===== src/rtl/shift_cmd_sequencer.sv =====
// shift_cmd_sequencer: turns accepted shift/rotate/load commands into per-cycle
// control and data for a downstream shift register. Optional queue: `SHIFT_CMD_SEQ_QUEUE_EN.
module shift_cmd_sequencer #(
    parameter int unsigned BITS = 8
) (
    input  logic            clk,
    input  logic            reset,
    input  logic            cmdValid,
    output logic            cmdReady,
    input  logic [1:0]      cmdOp,
    input  logic [3:0]      cmdCount,
    input  logic [BITS-1:0] cmdData,
    input  logic [BITS-1:0] regFb,
    output logic [BITS-1:0] usrData,
    output logic [1:0]      usrCtrl,
    output logic            busy,
    output logic            cmdDone
);

    localparam int unsigned     IDXW      = (BITS > 1) ? $clog2(BITS) : 1;
    localparam logic [IDXW-1:0] IDX_LAST  = IDXW'(BITS - 1);
    localparam logic [1:0]      OP_SHL    = 2'b00;
    localparam logic [1:0]      OP_LOAD   = 2'b11;
    localparam logic [1:0]      CTRL_HOLD = 2'b11;

    typedef enum logic {
        S_IDLE,
        S_EXEC
    } state_t;

    state_t          r_state;
    state_t          w_next_state;
    logic [1:0]      r_op;
    logic [3:0]      r_rem;
    logic [IDXW-1:0] r_idx;
    logic [BITS-1:0] r_data;
    logic            r_done;

    logic            w_accept;
    logic            w_last;
    logic            w_load;
    logic [1:0]      w_new_op;
    logic [3:0]      w_new_cnt;
    logic [BITS-1:0] w_new_data;

    assign w_accept = cmdValid & cmdReady;
    assign w_last   = (r_state == S_EXEC) && (r_rem == 4'd0);

`ifdef SHIFT_CMD_SEQ_QUEUE_EN
    logic [1:0]      r_q_op   [0:1];
    logic [3:0]      r_q_cnt  [0:1];
    logic [BITS-1:0] r_q_data [0:1];
    logic            r_q_wr;
    logic            r_q_rd;
    logic [1:0]      r_q_fill;

    logic            w_slot_free;
    logic            w_q_empty;
    logic            w_push;
    logic            w_pop;

    assign w_q_empty   = (r_q_fill == 2'd0);
    assign cmdReady    = (r_q_fill != 2'd2);
    assign w_slot_free = (r_state == S_IDLE) || w_last;

    // Queued commands go first; an incoming command bypasses the queue only
    // when the queue is empty and the executor is free this cycle.
    assign w_pop      = w_slot_free && !w_q_empty;
    assign w_push     = w_accept && !(w_slot_free && w_q_empty);
    assign w_load     = w_slot_free && (w_accept || !w_q_empty);
    assign w_new_op   = w_q_empty ? cmdOp    : r_q_op[r_q_rd];
    assign w_new_cnt  = w_q_empty ? cmdCount : r_q_cnt[r_q_rd];
    assign w_new_data = w_q_empty ? cmdData  : r_q_data[r_q_rd];

    always_ff @(posedge clk or negedge reset) begin
        if (!reset) begin
            r_q_wr   <= 1'b0;
            r_q_rd   <= 1'b0;
            r_q_fill <= 2'd0;
            for (int unsigned i = 0; i < 2; i++) begin
                r_q_op[i]   <= '0;
                r_q_cnt[i]  <= '0;
                r_q_data[i] <= '0;
            end
        end else begin
            if (w_push) begin
                r_q_op[r_q_wr]   <= cmdOp;
                r_q_cnt[r_q_wr]  <= cmdCount;
                r_q_data[r_q_wr] <= cmdData;
                r_q_wr           <= ~r_q_wr;
            end
            if (w_pop) begin
                r_q_rd <= ~r_q_rd;
            end
            if (w_push && !w_pop) begin
                r_q_fill <= r_q_fill + 2'd1;
            end else if (w_pop && !w_push) begin
                r_q_fill <= r_q_fill - 2'd1;
            end
        end
    end
`else
    assign cmdReady   = (r_state == S_IDLE);
    assign w_load     = w_accept;
    assign w_new_op   = cmdOp;
    assign w_new_cnt  = cmdCount;
    assign w_new_data = cmdData;
`endif

    always_comb begin
        w_next_state = r_state;
        case (r_state)
            S_IDLE:  if (w_load) w_next_state = S_EXEC;
            S_EXEC:  if (w_last) w_next_state = w_load ? S_EXEC : S_IDLE;
            default: w_next_state = S_IDLE;
        endcase
    end

    always_ff @(posedge clk or negedge reset) begin
        if (!reset) begin
            r_state <= S_IDLE;
            r_op    <= '0;
            r_rem   <= '0;
            r_idx   <= '0;
            r_data  <= '0;
            r_done  <= 1'b0;
        end else begin
            r_state <= w_next_state;
            r_done  <= w_last;
            if (w_load) begin
                r_op   <= w_new_op;
                r_rem  <= (w_new_op == OP_LOAD) ? 4'd0 : w_new_cnt;
                r_idx  <= '0;
                r_data <= w_new_data;
            end else if (r_state == S_EXEC) begin
                if (r_rem != 4'd0) begin
                    r_rem <= r_rem - 4'd1;
                end
                r_idx <= (r_idx == IDX_LAST) ? '0 : r_idx + 1'b1;
            end
        end
    end

    // SHL feeds one serial bit per cycle into bit 0; upper bits stay clear.
    always_comb begin
        usrCtrl = CTRL_HOLD;
        usrData = regFb;
        if (r_state == S_EXEC) begin
            usrCtrl = r_op;
            if (r_op == OP_SHL) begin
                usrData    = '0;
                usrData[0] = r_data[r_idx];
            end else begin
                usrData = r_data;
            end
        end
    end

    assign busy    = (r_state == S_EXEC);
    assign cmdDone = r_done;

endmodule

===== config.mk =====
export PLATFORM = sky130hd
export DESIGN_NAME = shift_cmd_sequencer
export DESIGN_NICKNAME = d
export VERILOG_FILES = /design/src/rtl/shift_cmd_sequencer.sv
export SDC_FILE = /design/constraint.sdc
export NUM_CORES = 1
export LEC_CHECK = 0
export CELL_PAD_IN_SITES_DETAIL_PLACEMENT = 2
export CELL_PAD_IN_SITES_GLOBAL_PLACEMENT = 2
export CORE_MARGIN = 2
export CORE_UTILIZATION = 25
export CTS_CLUSTER_DIAMETER = 200
export DETAILED_ROUTE_END_ITERATION = 8
export PLACE_DENSITY_LB_ADDON = 0.1
export SYNTH_ARGS = -nofsm -noshare
export SYNTH_HDL_FRONTEND = slang
export SYNTH_SLANG_ARGS = --single-unit

===== constraint.sdc =====
create_clock -name clk -period 1.7 [get_ports clk]
set_clock_uncertainty 0.1 [all_clocks]
set_input_delay 0.17 -clock clk [delete_from_list [all_inputs] [get_ports clk]]
set_output_delay 0.17 -clock clk [all_outputs]
set_load 0.1 [all_outputs]

Yosys cells after proc, flatten, opt, wreduce, memory -nomap -nowiden
Index checks and enable logic that the tools add are counted.

Flip-flop bits (word level): 19. Input port bits: 25.

Add/sub/neg operators: 2. Magnitude comparators: 1. Equality and inequality tests: 2. Multiplexer cells: 15. Bitwise gates (word level): 2. Reductions and logical operators: 7.

Operator list (count): 4-bit 2-to-1 mux (4); 8-bit 2-to-1 mux (2); 3-bit 2-to-1 mux (3); 4-bit logical NOT (1); 3-bit by 4-bit < comparator with 1-bit output, second input constant (1); 2-bit nonzero test (2); 4-bit nonzero test (1); 4-bit by 1-bit subtractor with 4-bit output, second input constant (1); 3-bit by 1-bit adder with 3-bit output, second input constant (1); 1-bit binary-select mux with 3-bit select (1); 3-bit == test, second input constant (1); 1-bit 2-to-1 mux (3); 2-bit == test, second input constant (1); 2-bit logical NOT (1); 2-bit 2-to-1 mux (1); 1-bit case mux with 2 select lines (1); 2-bit AND reduction (1); 1-bit AND (1); 1-bit logical AND (1); 1-bit inverter (1).

Longest topological paths before layout
Gate-level depths: netlist of the first run.

Word-level depth: 5. Mapped depth: 6. Depth with buffers taken out: 6.

Least setup slack after synthesis of the first run
Ideal clock, no wire load.

Path kind: reg-to-output. Start: reg r_state (netlist: busy). End: out usrData[1]. Arrival: 3.022 ns. Data required time: 1.430 ns. Slack: -1.592 ns. Cell stages (with the launch flop): 5. Buffers on the path: 2. Path through: dfrtp_1 > buf_6 > inv_4 > clkbuf_1 > o2bb2ai_1.

Cells in the longest elaborated chain, start to end: 1.

Ends and longest elaborated chain: start, declared (RTL line 31) `state_t r_state;`; start signal, assigned (RTL line 128) `r_state <= w_next_state;`; 8-bit 2-to-1 mux (RTL line 148) `if (r_state == S_EXEC) begin`; end, declared (RTL line 14) `output logic [BITS-1:0] usrData,`.

Every way passes these cells.

Final worst setup path of the first run
Start: reg r_idx[0]. End: out usrData[0].

Cells in the longest elaborated chain, start to end: 4.

Ends and longest elaborated chain: start, declared (RTL line 35) `logic [IDXW-1:0] r_idx;`; start signal, assigned (RTL line 139) `r_idx <= (r_idx == IDX_LAST) ? '0 : r_idx + 1'b1;`; 1-bit binary-select mux with 3-bit select (RTL line 152) `usrData[0] = r_data[r_idx];`; 1-bit 2-to-1 mux (not written as such) (RTL line 152); 8-bit 2-to-1 mux (RTL line 150) `if (r_op == OP_SHL) begin`; 8-bit 2-to-1 mux (RTL line 148).

Every way passes these cells. The select of a mux whose other input is x is not followed.

==> results of run 1 <==
[critical path, delay by kind of cell, from the launching register on]
family	cells	cell delay, ns
muxes	1	0.53
DFF	1	0.42
AOI/OAI and AO/OA	1	0.23
and+or+nand+nor	1	0.16
buffers and inverters	1	0.16
[cells by family after synthesis]
logic type,count (synthesis)
and+or+nand+nor,60
AOI/OAI and AO/OA,22
DFF,19
buffers and inverters,8
adders and majority gates,4
muxes,2
xor gates and xnor gates,1
[registers in the layout, indices dropped and copies added, names as in the netlist]
register,count
r_rem,4
busy,1
r_op,2
r_data,8
r_idx,3
cmdDone,1
[worst paths after layout]
check | cells past startpoint | endpoint | from | slack, ns
max in group asynchronous | 2 | busy | reset | 1.12
min in group clk | 3 | r_data[3] | cmdData[3] | 0.34
max | 4 | usrData[0] | r_idx[0] | -0.32
min | 2 | r_op[0] | reset | 0.15
min reg2reg | 1 | r_rem[3] | r_rem[3] | 0.48
max reg2reg | 5 | r_rem[3] | busy | 0.02
[final cells by class]
cell class | count | area (sq um) | area share (%)
Clock buffer | 4 | 45.04 | 2.149
Sequential cell | 19 | 480.5 | 22.93
Timing Repair Buffer | 66 | 750.7 | 35.82
Inverter | 3 | 18.77 | 0.8955
Multi-Input combinational cell | 89 | 738.2 | 35.22
Tap cell | 50 | 62.56 | 2.985
[what timing repair did]
item / 4_1_cts / 5_1_grt
setup buffers: 2 / 5
endpoints found under the setup margin: 7 / 11
pin swaps: 1 / 8
resized for setup: 6 / 6
[per-layer routing]
metal | up-vias | part of all wire [%] | wire [microns] | GRT usage, %
li1 | 530 | - | - | -
met1 | 564 | 44 | 1812 | 25.69
met2 | 26 | 51 | 2100 | 32.69
met3 | 6 | 2.6 | 105 | 3.125
met4 | 0 | 1.7 | 70 | 5.250
met5 | - | 0 | 0 | 0
[metrics by stage]
stage	utilization, %	hold WS, ns
2_1_floorplan	-	-0.2256
3_3_place_gp	48.83	0.4210
6_report	52.39	0.1495
3_5_place_dp	48.83	0.4299
4_1_cts	50.92	0.1513
5_1_grt	52.39	0.1596
[cells in the mapped netlist]
| master | instances | area (sq um) |
|---|---|---|
| xor2_1 | 1 | 8.760 |
| o21ai_0 | 3 | 15.01 |
| inv_4 | 1 | 6.260 |
| buf_6 | 1 | 11.26 |
| or4_1 | 1 | 7.510 |
| nor2b_1 | 2 | 12.51 |
| a2bb2oi_1 | 1 | 8.760 |
| nor2_2 | 1 | 6.260 |
| nand3b_1 | 1 | 7.510 |
| nor2_1 | 4 | 15.01 |
| dfrtp_1 | 19 | 475.5 |
| mux4_2 | 1 | 22.52 |
| a32o_1 | 1 | 10.01 |
| a21oi_1 | 3 | 15.01 |
| nor3_1 | 1 | 5.000 |
| nor4_1 | 1 | 6.260 |
| a2111oi_0 | 1 | 8.760 |
| inv_1 | 2 | 7.510 |
| nand2b_1 | 4 | 25.02 |
| clkbuf_1 | 4 | 15.01 |
| ha_1 | 4 | 50.05 |
| a31o_2 | 1 | 8.760 |
| and4bb_2 | 1 | 12.51 |
| a22oi_1 | 2 | 15.01 |
| a22o_1 | 1 | 8.760 |
| o31ai_1 | 1 | 7.510 |
| nand2_1 | 44 | 165.2 |
| o2bb2ai_1 | 8 | 70.07 |
| mux2i_1 | 1 | 10.01 |
==> results.sh, run 1 <==
export IMPL_max_cap_violations=0
export IMPL_synth_top_family_by_area="simple AND/OR/NAND/NOR gates"
export IMPL_fmax_ghz=0.4946
export IMPL_drc=0
export IMPL_tightestPinTransition_ns=0.3199
export IMPL_dp_cells=220
export IMPL_violations="setup timing"
export IMPL_place_port_buffers=37
export IMPL_clock_sinks=19
export IMPL_viasPerCell=4.874
export IMPL_die_area_sq_um=4680
export IMPL_run_status="complete, but fails checks"
export IMPL_critPathMaxStageDelay_ns=0.53
export IMPL_crit_fanout=4
export IMPL_synth_xor_area_share_pct=0.8444
export IMPL_track_usage_pct=19.44
export IMPL_ios=38
export IMPL_syn2layout_area_growth_pct=102.1
export IMPL_synthCells=116
export IMPL_setup_tns_ns=-0.3218
export IMPL_layout_commonest_cell="nand2_1"
export IMPL_clockBufferDepth=2
export IMPL_ys_seq_area_share_pct=45.84
export IMPL_grt_ovfl_total=0
export IMPL_synth_nets=145
export IMPL_cts_clk_slew_worst_paths_ns=0.07
export IMPL_timing_final_crit_share_pct=118.9
export IMPL_syn_area_per_cell_sq_um=8.942
export IMPL_synth_fa_ha_area_share_pct=4.825
export IMPL_grt_pass1_wl_microns=6423
export IMPL_crit_slowest_cell="mux4_2"
export IMPL_diodes=0
export IMPL_period_needed_ns=2.022
export IMPL_pre_cts_ws_ns=-0.08313
export IMPL_first_iter_violations=18
export IMPL_finalHoldViolations=0
export IMPL_wirelength_microns=4088
export IMPL_yosys_warnings=0
export IMPL_crit_path_cell_trace="mux4_2 -> nand2b_4 -> a31o_4 -> buf_12"
export IMPL_numCtsBuffers=3
export IMPL_fp_dieW_microns=68.41
export IMPL_fillerInstances=405
export IMPL_cp_arrival_ns=1.75
export IMPL_endpoint_kind="output port"
export IMPL_setup_violations=1
export IMPL_hold_class="in2async"
export IMPL_num_nets_final=211
export IMPL_dr_pass1_iters=4
export IMPL_final_instance_count_excl_fill=231
export IMPL_die_height_microns=68.41
export IMPL_root_buffer="clkbuf_8"
export IMPL_yosysUniqueCellTypes=29
export IMPL_fin_area_sq_um=2096
export IMPL_avgRoutedWirePerCell_microns=17.70
export IMPL_synth_simple_area_share_pct=25.33
export IMPL_core_sq_um=4000
export IMPL_cts_tree="done"
export IMPL_synth_compound_area_share_pct=16.16
export IMPL_antenna_found_initial=0
export IMPL_htree_num_levels=1
export IMPL_postRouteAntennaNets=0
export IMPL_synth_mux_area_share_pct=3.136
export IMPL_start_kind="flop"
export IMPL_ys_ff_latch=19
export IMPL_num_vias=1126
export IMPL_clk_insertion_delay_late_ns=0.25
export IMPL_timing_final_ws_setup_ns=-0.3218
export IMPL_maxSlewHeadroom_pct=78.60
export IMPL_grt_pass1_vias=1186
export IMPL_syn_area_sq_um=1037
export IMPL_routabilityCongestion=0.8186
export IMPL_grt_max_degree=20
export IMPL_slew_viol_final=0
export IMPL_rows=23
export IMPL_layout_drive_gt1_share_pct=39.23
export IMPL_rsz0062_at_grt="yes"
export IMPL_dp_hpwl_microns=3193
export IMPL_critPathKind="reg2out"
export IMPL_cp_required_ns=1.43
export IMPL_hold_buffers=0
export IMPL_start_util_pct=25.93
export IMPL_dpl_cell_area_sq_um=1953
export IMPL_mostFrequentLayoutCells="38 x nand2_1, 25 x buf_4, 24 x clkdlybuf4s50_1, 17 x dfrtp_1, 15 x buf_12"
Power of run 1 is not shown: default switching activity piles up to over one toggle a cycle in this logic, so the estimate is an artifact.
==> run 2: changes to the inputs <==
--- a/config.mk
+++ b/config.mk
@@ -12,6 +12,7 @@
 export CTS_CLUSTER_DIAMETER = 200
 export DETAILED_ROUTE_END_ITERATION = 8
 export PLACE_DENSITY_LB_ADDON = 0.1
+export RECOVER_POWER = 50
 export SYNTH_ARGS = -nofsm -noshare
 export SYNTH_HDL_FRONTEND = slang
 export SYNTH_SLANG_ARGS = --single-unit
==> constraint.sdc (replaced) <==
create_clock -name clk -period 2.2 [get_ports clk]
set_clock_uncertainty 0.1 [all_clocks]
set_input_delay 0.22 -clock clk [delete_from_list [all_inputs] [get_ports clk]]
set_output_delay 0.22 -clock clk [all_outputs]
set_load 0.1 [all_outputs]
==> run 2 against run 1 <==
- the flow now finishes without violations
- cell area decreased by 17%
- utilization fell by 8.9 points
- global-route usage is 3.0 points lower
- register-to-register slack better by 0.37 ns
- worst setup slack better by 0.42 ns
- critical path type unchanged
- clock-buffer cell count did not move
- critical path depth stayed put
- final cell count decreased by 11%
- die area stayed put
- hold slack better by 0.19 ns
- flip-flop and latch count is the same
==> results.sh, run 2 (synthesis gave the netlist of run 1 again) <==
export IMPL_clockBufferDepth=2
export IMPL_crit_path_cell_trace="a2111oi_0 -> nor3_1 -> a31o_4 -> buf_12"
export IMPL_grt_max_degree=21
export IMPL_clk_insertion_delay_late_ns=0.27
export IMPL_largest_register_ffs=8
export IMPL_ff2ff_path_depth=4
export IMPL_cp_arrival_ns=1.78
export IMPL_fmax_ghz=0.4760
export IMPL_routabilityCongestion=0.8147
export IMPL_hold_class="in2async"
export IMPL_start_kind="flop"
export IMPL_timing_final_crit_share_pct=95.50
export IMPL_maxSlewHeadroom_pct=23.12
export IMPL_die_area_sq_um=4680
export IMPL_setup_tns_ns=0
export IMPL_die_height_microns=68.41
export IMPL_critPathMaxStageDelay_ns=0.49
export IMPL_numCtsBuffers=3
export IMPL_antenna_found_initial=0
export IMPL_period_needed_ns=2.101
export IMPL_dr_pass1_iters=3
export IMPL_slew_viol_final=0
export IMPL_layout_drive_gt1_share_pct=20.51
export IMPL_rrSetupSlack_ns=0.39
export IMPL_regToRegEndpoint="r_rem[3]"
export IMPL_diodes=0
export IMPL_mostFrequentLayoutCells="44 x nand2_1, 23 x clkdlybuf4s50_1, 17 x dfrtp_1, 9 x buf_12, 7 x o2bb2ai_4"
export IMPL_core_sq_um=4000
export IMPL_cts_tree="done"
export IMPL_tightestPinTransition_ns=1.158
export IMPL_endpoint_kind="output port"
export IMPL_cp_required_ns=1.88
export IMPL_fillerInstances=433
export IMPL_avgRoutedWirePerCell_microns=17.03
export IMPL_finalHoldViolations=0
export IMPL_setup_violations=0
export IMPL_clock_sinks=19
export IMPL_track_usage_pct=16.49
export IMPL_top_register="r_data"
export IMPL_cts_clk_slew_worst_paths_ns=0.08
export IMPL_regToRegStartpoint="busy"
export IMPL_start_util_pct=25.93
export IMPL_rows=23
export IMPL_dp_hpwl_microns=2766
export IMPL_run_status="finished, final reports clean"
export IMPL_root_buffer="clkbuf_8"
export IMPL_drc=0
export IMPL_crit_slowest_cell="a2111oi_0"
export IMPL_grt_pass1_wl_microns=5513
export IMPL_rsz0062_at_grt="no"
export IMPL_grt_pass1_vias=1108
export IMPL_place_port_buffers=37
export IMPL_viasPerCell=4.937
export IMPL_grt_ovfl_total=0
export IMPL_wirelength_microns=3509
export IMPL_fp_dieW_microns=68.41
export IMPL_ios=38
export IMPL_syn2layout_area_growth_pct=67.67
export IMPL_crit_fanout=7
export IMPL_critPathKind="reg2out"
export IMPL_num_vias=1017
export IMPL_max_cap_violations=0
export IMPL_postRouteAntennaNets=0
export IMPL_hold_buffers=0
export IMPL_htree_num_levels=1
export IMPL_num_nets_final=186
export IMPL_layout_commonest_cell="nand2_1"
export IMPL_first_iter_violations=25
export IMPL_reg_largest_list="r_data x8, r_rem x4, r_idx x3"
-- run 2: cell types whose count changed in the layout (fill, tap and decap cells not counted), moves of 5 or more --
cell and delta:
nand2_4 -5, nand2_1 +6, buf_4 -19, buf_12 -6
-- run 2: metal layers --
metal	share of wire (%)	vias up	track usage (%)
met5	0	-	0
met4	0.77	0	5.250
met3	4.3	2	3.289
met2	49	23	27.52
met1	45	510	21.22
li1	-	482	-
-- run 2: final cells by class --
class / instances / area, sq um / area share [%]
inverter: 3 / 13.76 / 0.7914
tap: 50 / 62.56 / 3.597
sequential: 19 / 480.5 / 27.63
clock buffer: 4 / 45.04 / 2.590
timing repair buffer: 41 / 473.0 / 27.19
multi-input combinational: 89 / 664.4 / 38.20
-- run 2: what timing repair did --
item                                    CTS  global route
setup buffers                             0             0
gates resized for setup                   0             1
endpoints found under the setup margin    0             1
-- run 2: per-stage QoR --
step                cells  hold slack [ns]  cell area, sq um  util [%]  worst slack [ns]
finish                206           0.3445              1739     43.48           0.09897
global placement      202           0.4130              1700     42.51            0.3662
CTS                   206           0.3053              1745     43.63           0.05558
floorplan             116          -0.1756              1187         -           0.03951
global route          206           0.3909              1739     43.48           0.05024
detailed placement    202           0.4287              1700     42.51            0.3151
-- run 2: worst max path at each step --
stage,from,depth (start not counted),slack (ns),end
after CTS,r_idx[0],4,0.06,usrData[0]
final,r_idx[0],4,0.1,usrData[0]
after detailed placement,cmdValid,5,0.32,r_rem[3]
after global routing,r_data[0],5,0.05,usrData[0]
after global placement,r_idx[0],4,0.37,usrData[0]
after floorplan,busy,4,0.04,usrData[0]
-- run 2: critical path: cells and delay by family (launching register included) --
kind	cells	cell delay (ns)
AO/OA/AOI/OAI	2	0.76
flip-flops	1	0.46
buffers and inverters	1	0.16
AND/OR/NAND/NOR	1	0.12
Power of run 2 is left out for the same reason.
